[src/rtl/dmem_arbiter.sv]
// Two-requester arbiter/sequencer for the shared single-port data memory.
// Round-robin with a bounded lock for requester 1; all state moves on the falling clock edge.
`timescale 1ns/1ps

module dmem_arbiter_port #(
   parameter int DW = 32
) (
   input  logic          clk,
   input  logic          rst_n,
   input  logic          gnt_set,
   input  logic          rvalid_set,
   input  logic          rdata_load,
   input  logic [DW-1:0] mem_rdata,
   output logic          gnt,
   output logic          rvalid,
   output logic [DW-1:0] rdata
);
   always_ff @(negedge clk or negedge rst_n) begin
      if (!rst_n) begin
         gnt    <= 1'b0;
         rvalid <= 1'b0;
         rdata  <= '0;
      end else begin
         gnt    <= gnt_set;
         rvalid <= rvalid_set;
         if (rdata_load) rdata <= mem_rdata;
      end
   end
endmodule

module dmem_arbiter #(
   parameter int AW       = 5,
   parameter int DW       = 32,
   parameter int MEM_LAT  = 1,
   parameter int LOCK_MAX = 4
) (
   input  logic          clk,
   input  logic          rst_n,
   input  logic          r0_req,
   input  logic          r0_we,
   input  logic [AW-1:0] r0_addr,
   input  logic [DW-1:0] r0_wdata,
   output logic          r0_gnt,
   output logic          r0_rvalid,
   output logic [DW-1:0] r0_rdata,
   input  logic          r1_req,
   input  logic          r1_we,
   input  logic [AW-1:0] r1_addr,
   input  logic [DW-1:0] r1_wdata,
   output logic          r1_gnt,
   output logic          r1_rvalid,
   output logic [DW-1:0] r1_rdata,
   input  logic          r1_lock,
   output logic          mem_en,
   output logic          mem_we,
   output logic [AW-1:0] mem_addr,
   output logic [DW-1:0] mem_wdata,
   input  logic [DW-1:0] mem_rdata,
   output logic          busy,
   output logic          owner
);
   localparam int NREQ = 2;
   localparam int CW   = 3;
   localparam int LCW  = $clog2(LOCK_MAX + 1);

   typedef struct packed {
      logic          we;
      logic [AW-1:0] addr;
      logic [DW-1:0] wdata;
   } acc_t;

   typedef enum logic {IDLE, WAIT} state_t;

   state_t                     state_q, state_d;
   logic [CW-1:0]              cnt_q, cnt_d;
   logic [LCW-1:0]             lock_cnt_q, lock_cnt_d;
   logic                       owner_d, last_q, last_d, op_we_q, op_we_d;
   logic                       mem_en_d, mem_we_d;
   logic [AW-1:0]              mem_addr_d;
   logic [DW-1:0]              mem_wdata_d;
   logic [NREQ-1:0]            req, gnt_d, rvalid_d, load_d;
   logic [NREQ-1:0]            gnt_q, rvalid_q;
   logic [NREQ-1:0][DW-1:0]    rdata_q;
   acc_t [NREQ-1:0]            acc;
   acc_t                       sel_acc;
   logic                       lock_ok, sel;

   assign req    = {r1_req, r0_req};
   assign acc[0] = '{we: r0_we, addr: r0_addr, wdata: r0_wdata};
   assign acc[1] = '{we: r1_we, addr: r1_addr, wdata: r1_wdata};

   // Lock only extends an ownership requester 1 already holds, and only LOCK_MAX times.
   assign lock_ok = owner & r1_lock & r1_req & (lock_cnt_q < LCW'(LOCK_MAX));

   always_comb begin
      sel = ~last_q;
      if (req == 2'b01)      sel = 1'b0;
      else if (req == 2'b10) sel = 1'b1;
      else if (lock_ok)      sel = 1'b1;
   end

   assign sel_acc = acc[sel];

   always_comb begin
      state_d     = state_q;
      cnt_d       = cnt_q;
      owner_d     = owner;
      last_d      = last_q;
      lock_cnt_d  = lock_cnt_q;
      op_we_d     = op_we_q;
      mem_en_d    = 1'b0;
      mem_we_d    = 1'b0;
      mem_addr_d  = mem_addr;
      mem_wdata_d = mem_wdata;
      gnt_d       = '0;
      rvalid_d    = '0;
      load_d      = '0;
      if (!r1_lock) lock_cnt_d = '0;
      case (state_q)
         IDLE: begin
            if (|req) begin
               gnt_d[sel]  = 1'b1;
               mem_en_d    = 1'b1;
               mem_we_d    = sel_acc.we;
               mem_addr_d  = sel_acc.addr;
               mem_wdata_d = sel_acc.wdata;
               op_we_d     = sel_acc.we;
               owner_d     = sel;
               last_d      = sel;
               cnt_d       = CW'(MEM_LAT);
               state_d     = WAIT;
               if (!sel)                      lock_cnt_d = '0;
               else if (lock_ok && req[0])    lock_cnt_d = lock_cnt_q + LCW'(1);
            end
         end
         WAIT: begin
            cnt_d = cnt_q - CW'(1);
            if (cnt_q == CW'(1)) begin
               rvalid_d[owner] = 1'b1;
               load_d[owner]   = ~op_we_q;
               state_d         = IDLE;
            end
         end
      endcase
   end

   always_ff @(negedge clk or negedge rst_n) begin
      if (!rst_n) begin
         state_q    <= IDLE;
         cnt_q      <= '0;
         lock_cnt_q <= '0;
         owner      <= 1'b0;
         last_q     <= 1'b1;
         op_we_q    <= 1'b0;
         mem_en     <= 1'b0;
         mem_we     <= 1'b0;
         mem_addr   <= '0;
         mem_wdata  <= '0;
      end else begin
         state_q    <= state_d;
         cnt_q      <= cnt_d;
         lock_cnt_q <= lock_cnt_d;
         owner      <= owner_d;
         last_q     <= last_d;
         op_we_q    <= op_we_d;
         mem_en     <= mem_en_d;
         mem_we     <= mem_we_d;
         mem_addr   <= mem_addr_d;
         mem_wdata  <= mem_wdata_d;
      end
   end

   for (genvar g = 0; g < NREQ; g++) begin : g_port
      dmem_arbiter_port #(.DW(DW)) u_port (
         .clk        (clk),
         .rst_n      (rst_n),
         .gnt_set    (gnt_d[g]),
         .rvalid_set (rvalid_d[g]),
         .rdata_load (load_d[g]),
         .mem_rdata  (mem_rdata),
         .gnt        (gnt_q[g]),
         .rvalid     (rvalid_q[g]),
         .rdata      (rdata_q[g])
      );
   end

   assign r0_gnt    = gnt_q[0];
   assign r1_gnt    = gnt_q[1];
   assign r0_rvalid = rvalid_q[0];
   assign r1_rvalid = rvalid_q[1];
   assign r0_rdata  = rdata_q[0];
   assign r1_rdata  = rdata_q[1];
   assign busy      = (state_q == WAIT);
endmodule
[config.mk]
export PLATFORM = sky130hd
export DESIGN_NAME = dmem_arbiter
export DESIGN_NICKNAME = d
export VERILOG_FILES = /design/src/rtl/dmem_arbiter.sv
export SDC_FILE = /design/constraint.sdc
export NUM_CORES = 1
export LEC_CHECK = 0
export CAP_MARGIN = 10
export CORE_MARGIN = 1.5
export CORE_UTILIZATION = 37
export DETAILED_ROUTE_END_ITERATION = 10
export PLACE_DENSITY = 0.73
export SLEW_MARGIN = 5
export SYNTH_ARGS = -nofsm -noshare
export SYNTH_HDL_FRONTEND = slang
export SYNTH_SLANG_ARGS = --single-unit
[constraint.sdc]
create_clock -name clk -period 2.7 [get_ports clk]
set_clock_uncertainty 0.05 [all_clocks]
set_input_delay 0.27 -clock clk [delete_from_list [all_inputs] [get_ports clk]]
set_output_delay 0.27 -clock clk [all_outputs]
set_load 0.005 [all_outputs]
; After elaboration in Yosys (flattened, before gate mapping)
; Cells that the tools add are included.
[totals]
out_inout_bits = 109
ff_bits = 117
wordCells = 67
in_bits = 113
[classes]
n_reduce_logical = 5
bitwise_logic = 7
magnitude_cmp = 5
n_addsub = 2
eq_ne = 4
n_mux = 28
[ops]
columns = op, count
row1 = 38-bit two-way mux, 2
row2 = 3-bit two-way mux, 6
row3 = 2-bit two-way mux, 6
row4 = 1-bit two-way mux, 10
row5 = 3-bit case mux with 2 select lines, 1
row6 = "1-bit by 2-bit less-than comparator with 1-bit output, second input constant", 2
row7 = "3-bit by 1-bit adder with 3-bit output, second input constant", 1
row8 = 1-bit bitwise AND, 3
row9 = "3-bit by 1-bit equality test with 1-bit output, second input constant", 1
row10 = 1-bit logical AND, 3
row11 = "3-bit less-than comparator, second input constant", 1
row12 = 1-bit inverter, 3
row13 = "3-bit by 1-bit subtractor with 3-bit output, second input constant", 1
row14 = 2-bit bitwise AND, 1
row15 = 1-bit demux with 1-bit select, 2
row16 = "2-bit by 1-bit equality test with 1-bit output, second input constant", 1
row17 = "2-bit equality test, second input constant", 1
row18 = "1-bit >= comparator, second input constant", 2
row19 = "2-bit != test, second input constant", 1
row20 = 1-bit case mux with 2 select lines, 1
row21 = 2-bit AND reduction, 1
row22 = 2-bit OR reduction, 1

; Longest topological paths before layout
; Gate-level depths: netlist of run 1.
[depth]
depth_word = 12
mapped_depth = 8
depth_no_buf = 5

; By module
; A second synthesis of run 1 with hierarchy kept.
[hier_totals]
hier_cells = 367
area_unflattened_um2 = 5133.7
[modules_own_cells]
columns = module, seq_area_each_um2, instances, cells_each, area_per_inst_um2
row1 = dmem_arbiter_port, 850.8, 2, 70, 1395.1
row2 = dmem_arbiter, 1227.4, 1, 227, 2343.5

==> Flow_metrics.wiki, run 1 <==
{| class="wikitable"
! Metric !! Value
|-
| Status || finished, violations left
|-
| Violated checks || negative setup slack
|-
| Number of antenna cells inserted || 0
|-
| Top library cells by usage in the layout, fill and taps aside || sky130_fd_sc_hd__dfrtn_1 (116), sky130_fd_sc_hd__clkdlybuf4s50_1 (108), sky130_fd_sc_hd__clkbuf_2 (58)
|-
| Fill count || 1006
|-
| Global-route usage over all layers || 0.204
|-
| Area enclosed by the die boundary || 13900 um2
|-
| Iteration count of the initial detailed-routing pass || 4
|-
| Io pins || 222
|-
| Number of flip-flops and latches in the synthesized netlist || 117
|-
| Family of cells with the greatest summed delay on the critical path || flip-flops
|-
| Crit-path cells || clkdlybuf4s15_1
|-
| Post-DR wirelength/cell || 16.8 um
|-
| Area after DPL || 7420 um2
|-
| Nature of the critical path endpoint || output port
|-
| CP startpoint kind || flop
|-
| Buf+Inv Stages, Crit Path || 1
|-
| Gate count of the mapped netlist || 361
|-
| Post-Place Worst Slack || -701 ps
|-
| Number of port buffers || 221
|-
| DRT antenna net count || 0
|-
| Count of warnings emitted by yosys || 0
|-
| # setup viols final || 1
|-
| Post-detailed-route DRC marker count || 0
|-
| Initial Utilization || 0.383
|-
| Via count of the first global-routing pass || 4089
|-
| Placer Congestion || 0.770
|-
| Global-route wire length before repair || 21900 um
|-
| Total Routed Length || 13900 um
|-
| Avg Vias per Cell || 4.74
|-
| Setup WS post-layout || -3.00 ps
|-
| Max FO, Critical Path || 2
|-
| Delay contributed by the slowest stage of the critical path || 420 ps
|-
| Standard-cell rows || 41
|-
| Final std cell area, no fill || 8090 um2
|-
| Combined flip-flop and latch cell area || 2930 um2
|-
| Post-synthesis cell area || 4890 um2
|-
| Critical path arrival || 2380 ps
|-
| Area of the placeable core || 12800 um2
|-
| Die Span Y || 118 um
|-
| Total number of nets in the final design || 760
|-
| Horizontal die dimension || 118 um
|-
| CTS Buf Count || 17
|-
| Area of the multi-input gates || 1860 um2
|-
| Clock sink count || 117
|-
| Antenna violations before repair || 0
|-
| CTS Root Buffer Type || sky130_fd_sc_hd__clkbuf_16
|-
| TritonCTS clock tree || yes
|-
| Nets in the synthesized netlist || 477
|-
| DR iter-0 viols || 193
|-
| Pin count of the biggest net entering global routing || 49
|-
| Highest-delay cell along the critical path || sky130_fd_sc_hd__dfrtn_1
|-
| Sequential fraction of the synthesis area || 0.599
|-
| Overflow left after global routing || 0
|-
| Slew at the pin closest to its max-slew limit || 606 ps
|-
| Total Neg Setup Slack || -3.00 ps
|-
| Final count of pins violating max slew || 0
|-
| Maximum VDD drop || 0.446 mV
|-
| Worst min-delay path category || reg -> reg
|-
| Most common cell after layout, fill and taps aside || sky130_fd_sc_hd__dfrtn_1
|-
| Total of max-cap violations || 0
|-
| Count of endpoints failing hold in the final timing report || 0
|-
| H-tree Lvls || 4
|-
| Synthesis-to-finish area growth || 65.5%
|-
| Post-layout power || 9.25 mW
|-
| Count of unique library cells instantiated by Yosys || 36
|-
| Crit Path Class || reg -> out
|-
| Synthesized area per cell || 13.5 um2
|-
| Worst endpoint required time || 2380 ps
|-
| Leakage Power || 3.96 nW
|-
| Fraction of layout cells with a size suffix above 1 || 0.397
|-
| Power per cell area || 1140 nW/um2
|-
| Register clock-pin slew on the reported worst setup and hold paths || 40 ps
|-
| DPL Wire Length || 9260 um
|-
| Vias || 3927
|-
| Worst slew slack as a fraction of its limit || 0.596
|-
| Max Buffers Root-to-Sink || 2
|-
| Clock latency on the worst-skew pair || 430 ps
|}
## cell usage after synthesis
library cell	n	area (um2)
sky130_fd_sc_hd__dfrtn_1	116	2900
sky130_fd_sc_hd__nand2_1	42	158
sky130_fd_sc_hd__mux2i_1	39	390
sky130_fd_sc_hd__o21ai_0	39	195
sky130_fd_sc_hd__mux2_2	33	372
sky130_fd_sc_hd__mux2_4	30	450
sky130_fd_sc_hd__clkbuf_1	10	37.5
sky130_fd_sc_hd__buf_2	7	35.0
sky130_fd_sc_hd__inv_1	5	18.8
sky130_fd_sc_hd__a21oi_1	3	15.0
sky130_fd_sc_hd__buf_6	3	33.8
sky130_fd_sc_hd__ha_1	3	37.5
sky130_fd_sc_hd__nor2_1	3	11.3
sky130_fd_sc_hd__a22o_1	2	17.5
sky130_fd_sc_hd__buf_4	2	15.0
sky130_fd_sc_hd__mux2_1	2	22.5
sky130_fd_sc_hd__nand2b_1	2	12.5
sky130_fd_sc_hd__nor3_1	2	10.0
sky130_fd_sc_hd__a221oi_1	1	8.76
sky130_fd_sc_hd__and2_1	1	6.26
sky130_fd_sc_hd__and3b_1	1	8.76
sky130_fd_sc_hd__and4b_1	1	10.0
sky130_fd_sc_hd__dfstp_2	1	26.3
sky130_fd_sc_hd__inv_2	1	3.75
sky130_fd_sc_hd__nand3_1	1	5.00
sky130_fd_sc_hd__nor2b_1	1	6.26
sky130_fd_sc_hd__nor4_1	1	6.26
sky130_fd_sc_hd__nor4_2	1	12.5
sky130_fd_sc_hd__o211a_1	1	10.0
sky130_fd_sc_hd__o21a_1	1	7.51
sky130_fd_sc_hd__o21ai_1	1	5.00
sky130_fd_sc_hd__o21bai_1	1	7.51
sky130_fd_sc_hd__o22ai_1	1	6.26
sky130_fd_sc_hd__o32a_1	1	10.0
sky130_fd_sc_hd__or2_1	1	6.26
sky130_fd_sc_hd__or4_1	1	7.51
## through the flow
| step | cells | utilization | hold slack [ps] |
|---|---|---|---|
| after global routing | 829 | 0.633 | 403 |
| after CTS | 806 | 0.649 | 381 |
| final | 829 | 0.633 | 374 |
| after floorplan | 361 | - | 351 |
| after detailed placement | 748 | 0.581 | 381 |
| after global placement | 748 | 0.581 | 371 |
## area by class of cell
cell class,instances,share of cell area
clock buffers,24,0.0595
clock inverters,9,0.0186
inverters,5,0.00232
multi-input cells,216,0.230
flip-flops and latches,117,0.362
well taps,172,0.0266
repair buffers,286,0.301
## state kept, by name (all words and copies together) (netlist names), 2 cells and up
register              count
g_port.u_port.rdata      64
mem_wdata                32
mem_addr                  5
cnt_q                     3
lock_cnt_q                3
g_port.u_port.gnt         2
g_port.u_port.rvalid      2
## cells by family (layout without fill, tap and decap cells)
group                    count (synthesis)  after routing  synth area share
flip-flops                             117            117             0.599
multiplexers                           104            104             0.253
AND/OR/NAND/NOR                         58             58            0.0532
AO/OA/AOI/OAI                           51             51            0.0578
buffers and inverters                   28            324            0.0294
adder cells (fa/ha/maj)                  3              3           0.00768
## what timing repair did
item	CTS	global route
hold buffers	0	0
gates cloned	3	2
endpoints found under the setup margin	151	132
resized for setup	269	91
pin swaps	3	3
buffers inserted	23	21
## worst paths after layout
path                                                         from                                endpoint  slack (ps)  depth (start not counted)
max reg2reg                                        busy$_DFF_NN0_  g_port[1].u_port.rdata[28]$_DFFE_NN0P_         380                          6
max in group asynchronous                                   rst_n               mem_wdata[22]$_DFFE_NN0P_        1120                          2
min                                      mem_wdata[5]$_DFFE_NN0P_                mem_wdata[5]$_DFFE_NN0P_         370                          2
min reg2reg                              mem_wdata[5]$_DFFE_NN0P_                mem_wdata[5]$_DFFE_NN0P_         370                          2
max                        g_port[0].u_port.rdata[20]$_DFFE_NN0P_                            r0_rdata[20]          -3                          1
min in group asynchronous                                   rst_n  g_port[0].u_port.rdata[11]$_DFFE_NN0P_         960                          1
## metal layers
metal  global-route usage  up-vias  wire length, um
met5                    0        -                0
met4               0.0831        0              303
met3               0.0722       22             1080
met2                0.334      193             6690
met1                0.246     1886             5830
li1                     -     1826                -
## power breakdown
part           total (mW)  internal (mW)  switching, mW
registers            3.13           2.67          0.461
logic                3.73           2.28           1.45
clock network        2.39           1.62          0.775
No activity file was read; power rests on OpenSTA's default activity.
==> run 2, diff against run 1 <==
--- a/config.mk
+++ b/config.mk
@@ -7,9 +7,9 @@
 export LEC_CHECK = 0
 export CAP_MARGIN = 10
 export CORE_MARGIN = 1.5
-export CORE_UTILIZATION = 37
+export CORE_UTILIZATION = 39
 export DETAILED_ROUTE_END_ITERATION = 10
-export PLACE_DENSITY = 0.73
+export PLACE_DENSITY = 0.72
 export SLEW_MARGIN = 5
 export SYNTH_ARGS = -nofsm -noshare
 export SYNTH_HDL_FRONTEND = slang
==> constraint.sdc (replaced) <==
create_clock -name clk -period 3.1 [get_ports clk]
set_clock_uncertainty 0.05 [all_clocks]
set_input_delay 0.31 -clock clk [delete_from_list [all_inputs] [get_ports clk]]
set_output_delay 0.31 -clock clk [all_outputs]
set_load 0.005 [all_outputs]
==> run 2 against run 1 <==
Compared with the run above:
- the flow now finishes without violations
- final area down 2.2%
- highest routed layer unchanged
- register-to-register slack better by 470 ps
- via count down 5.0%
- clock power down 30%
- wire length down 6.5%
- worst hold slack worse by 4.7 ps
- critical path depth up 6
- largest cell class unchanged
- die area down 5.0%
- first-iteration DRC count down 11%
- sequential power down 13%
- non-clock buffer count down 40
==> Flow_metrics.wiki, run 2 (same netlist as run 1, synthesis figures left out) <==
{| class="wikitable"
! Metric !! Value
|-
| Status || finished clean
|-
| CP startpoint kind || input pin
|-
| Terminus of the critical flop-to-flop path || g_port[1].u_port.rdata[22]$_DFFE_NN0P_
|-
| Total Neg Setup Slack || 0 ps
|-
| Setup repair after global routing missed its margin || no
|-
| Max FO, Critical Path || 8
|-
| Nature of the critical path endpoint || flop
|-
| Worst slew slack as a fraction of its limit || 0.601
|-
| Fill count || 949
|-
| Largest register FFs || 64
|-
| H-tree Lvls || 4
|-
| Area enclosed by the die boundary || 13200 um2
|-
| Final count of pins violating max slew || 0
|-
| Clock latency on the worst-skew pair || 430 ps
|-
| DR iter-0 viols || 171
|-
| Antenna violations before repair || 0
|-
| CTS Root Buffer Type || sky130_fd_sc_hd__clkbuf_16
|-
| Total of max-cap violations || 0
|-
| Worst endpoint required time || 1730 ps
|-
| Hold Path Stages || 2
|-
| Worst min-delay path category || reg -> reg
|-
| Worst min-delay path endpoint || mem_wdata[20]$_DFFE_NN0P_
|-
| TritonCTS clock tree || yes
|-
| Post-DR wirelength/cell || 16.6 um
|-
| Placer Congestion || 0.754
|-
| DPL Wire Length || 9470 um
|-
| Total Routed Length || 13000 um
|-
| Most common cell after layout, fill and taps aside || sky130_fd_sc_hd__dfrtn_1
|-
| Hold wc startpoint || mem_wdata[20]$_DFFE_NN0P_
|-
| Crit Path Class || in -> reg
|-
| Fraction of layout cells with a size suffix above 1 || 0.200
|-
| Power per cell area || 921 nW/um2
|-
| Area of the multi-input gates || 1850 um2
|-
| Via count of the first global-routing pass || 3902
|-
| Maximum VDD drop || 0.350 mV
|-
| Synthesis-to-finish area growth || 61.8%
|-
| Slew at the pin closest to its max-slew limit || 598 ps
|-
| Area of the placeable core || 12100 um2
|-
| Hold buffer count at CTS || 0
|-
| Largest register by flop count || g_port.u_port.rdata
|-
| Die Span Y || 115 um
|-
| Final core utilization || 0.653
|-
| Startpoint of the most critical register-to-register path || cnt_q[0]$_DFFE_NN0P_
|-
| Number of port buffers || 221
|-
| Combined flip-flop and latch cell area || 2930 um2
|-
| Max Buffers Root-to-Sink || 2
|-
| Io pins || 222
|-
| Iteration count of the initial detailed-routing pass || 4
|-
| # setup viols final || 0
|-
| Total number of nets in the final design || 720
|-
| Global-route wire length before repair || 20100 um
|-
| Count of endpoints failing hold in the final timing report || 0
|-
| Top library cells by usage in the layout, fill and taps aside || sky130_fd_sc_hd__dfrtn_1 (116), sky130_fd_sc_hd__dlygate4sd2_1 (110), sky130_fd_sc_hd__clkdlybuf4s50_1 (109)
|-
| Global-route usage over all layers || 0.202
|-
| Avg Vias per Cell || 4.77
|-
| Critical path arrival || 1670 ps
|-
| Post-detailed-route DRC marker count || 0
|-
| FF-to-FF path depth || 5
|-
| Worst setup slack for register-to-register paths || 850 ps
|-
| CTS Buf Count || 17
|-
| Initial Utilization || 0.404
|-
| Vias || 3732
|-
| Biggest regs || g_port.u_port.rdata: 64 flops, mem_wdata: 32 flops, mem_addr: 5 flops
|-
| Clock sink count || 117
|-
| Leakage Power || 3.86 nW
|-
| Pin count of the biggest net entering global routing || 45
|-
| DRT antenna net count || 0
|-
| Standard-cell rows || 40
|-
| Horizontal die dimension || 115 um
|-
| Overflow left after global routing || 0
|-
| Register clock-pin slew on the reported worst setup and hold paths || 40 ps
|}
==> run 2: timing repair <==
| item | 4_1_cts | 5_1_grt |
|---|---|---|
| setup buffers | 3 | 1 |
| pin swaps | 1 | 3 |
| cloned | 0 | 2 |
| endpoints found under the setup margin | 145 | 33 |
| resized for setup | 110 | 18 |
==> run 2: layout make-up <==
class,count,area share
well taps,168,0.0266
diodes,1,0.000316
inverters,5,0.00237
flip-flops and latches,117,0.370
clock buffers,22,0.0587
clock inverters,8,0.00474
repair buffers,246,0.303
multi-input cells,216,0.234
==> run 2: layer usage <==
metal	GRT usage	routed length, um	vias up
met3	0.108	1570	16
met5	0	0	-
met1	0.228	5100	1756
met4	0.0815	192	0
li1	-	-	1753
met2	0.321	6130	207
==> run 2: worst max-delay path by stage <==
stage / slack [ps] / end / cells after the start / from
final: 60 / mem_wdata[27]$_DFFE_NN0P_ / 7 / r1_req
after global routing: 1 / mem_wdata[27]$_DFFE_NN0P_ / 7 / r1_req
after CTS: 10 / mem_wdata[29]$_DFFE_NN0P_ / 7 / r1_lock
after detailed placement: -540 / mem_wdata[11]$_DFFE_NN0P_ / 6 / r1_lock
after global placement: -440 / mem_wdata[10]$_DFFE_NN0P_ / 6 / r1_lock
after floorplan: 20 / mem_wdata[15]$_DFFE_NN0P_ / 8 / r0_req
==> run 2: report_power, final <==
group / switching (mW) / internal (mW) / leakage (nW)
clock network: 0.635 / 1.04 / 0.258
logic: 1.14 / 1.77 / 2.18
registers: 0.393 / 2.32 / 1.42
total: 2.16 / 5.12 / 3.86
==> run 2: through the flow <==
step	instance area (um2)	hold slack, ps	setup WS (ps)	cells	total power [mW]
5_1_grt	7910	392	1.13	782	7.78
3_5_place_dp	7430	383	-538	747	6.03
4_1_cts	7820	374	14.8	779	7.29
2_1_floorplan	4890	351	24.2	361	4.05
6_report	7910	369	58.4	783	7.29
3_3_place_gp	7430	372	-442	747	5.94
==> run 2: critical path, cell delays in order <==
cell and delay, ps:
sky130_fd_sc_hd__clkdlybuf4s50_1 460, sky130_fd_sc_hd__o21bai_4 200, sky130_fd_sc_hd__o21ai_4 70, sky130_fd_sc_hd__buf_12 170, sky130_fd_sc_hd__clkbuf_16 160, sky130_fd_sc_hd__mux2i_1 200
sky130_fd_sc_hd__o21ai_0 90
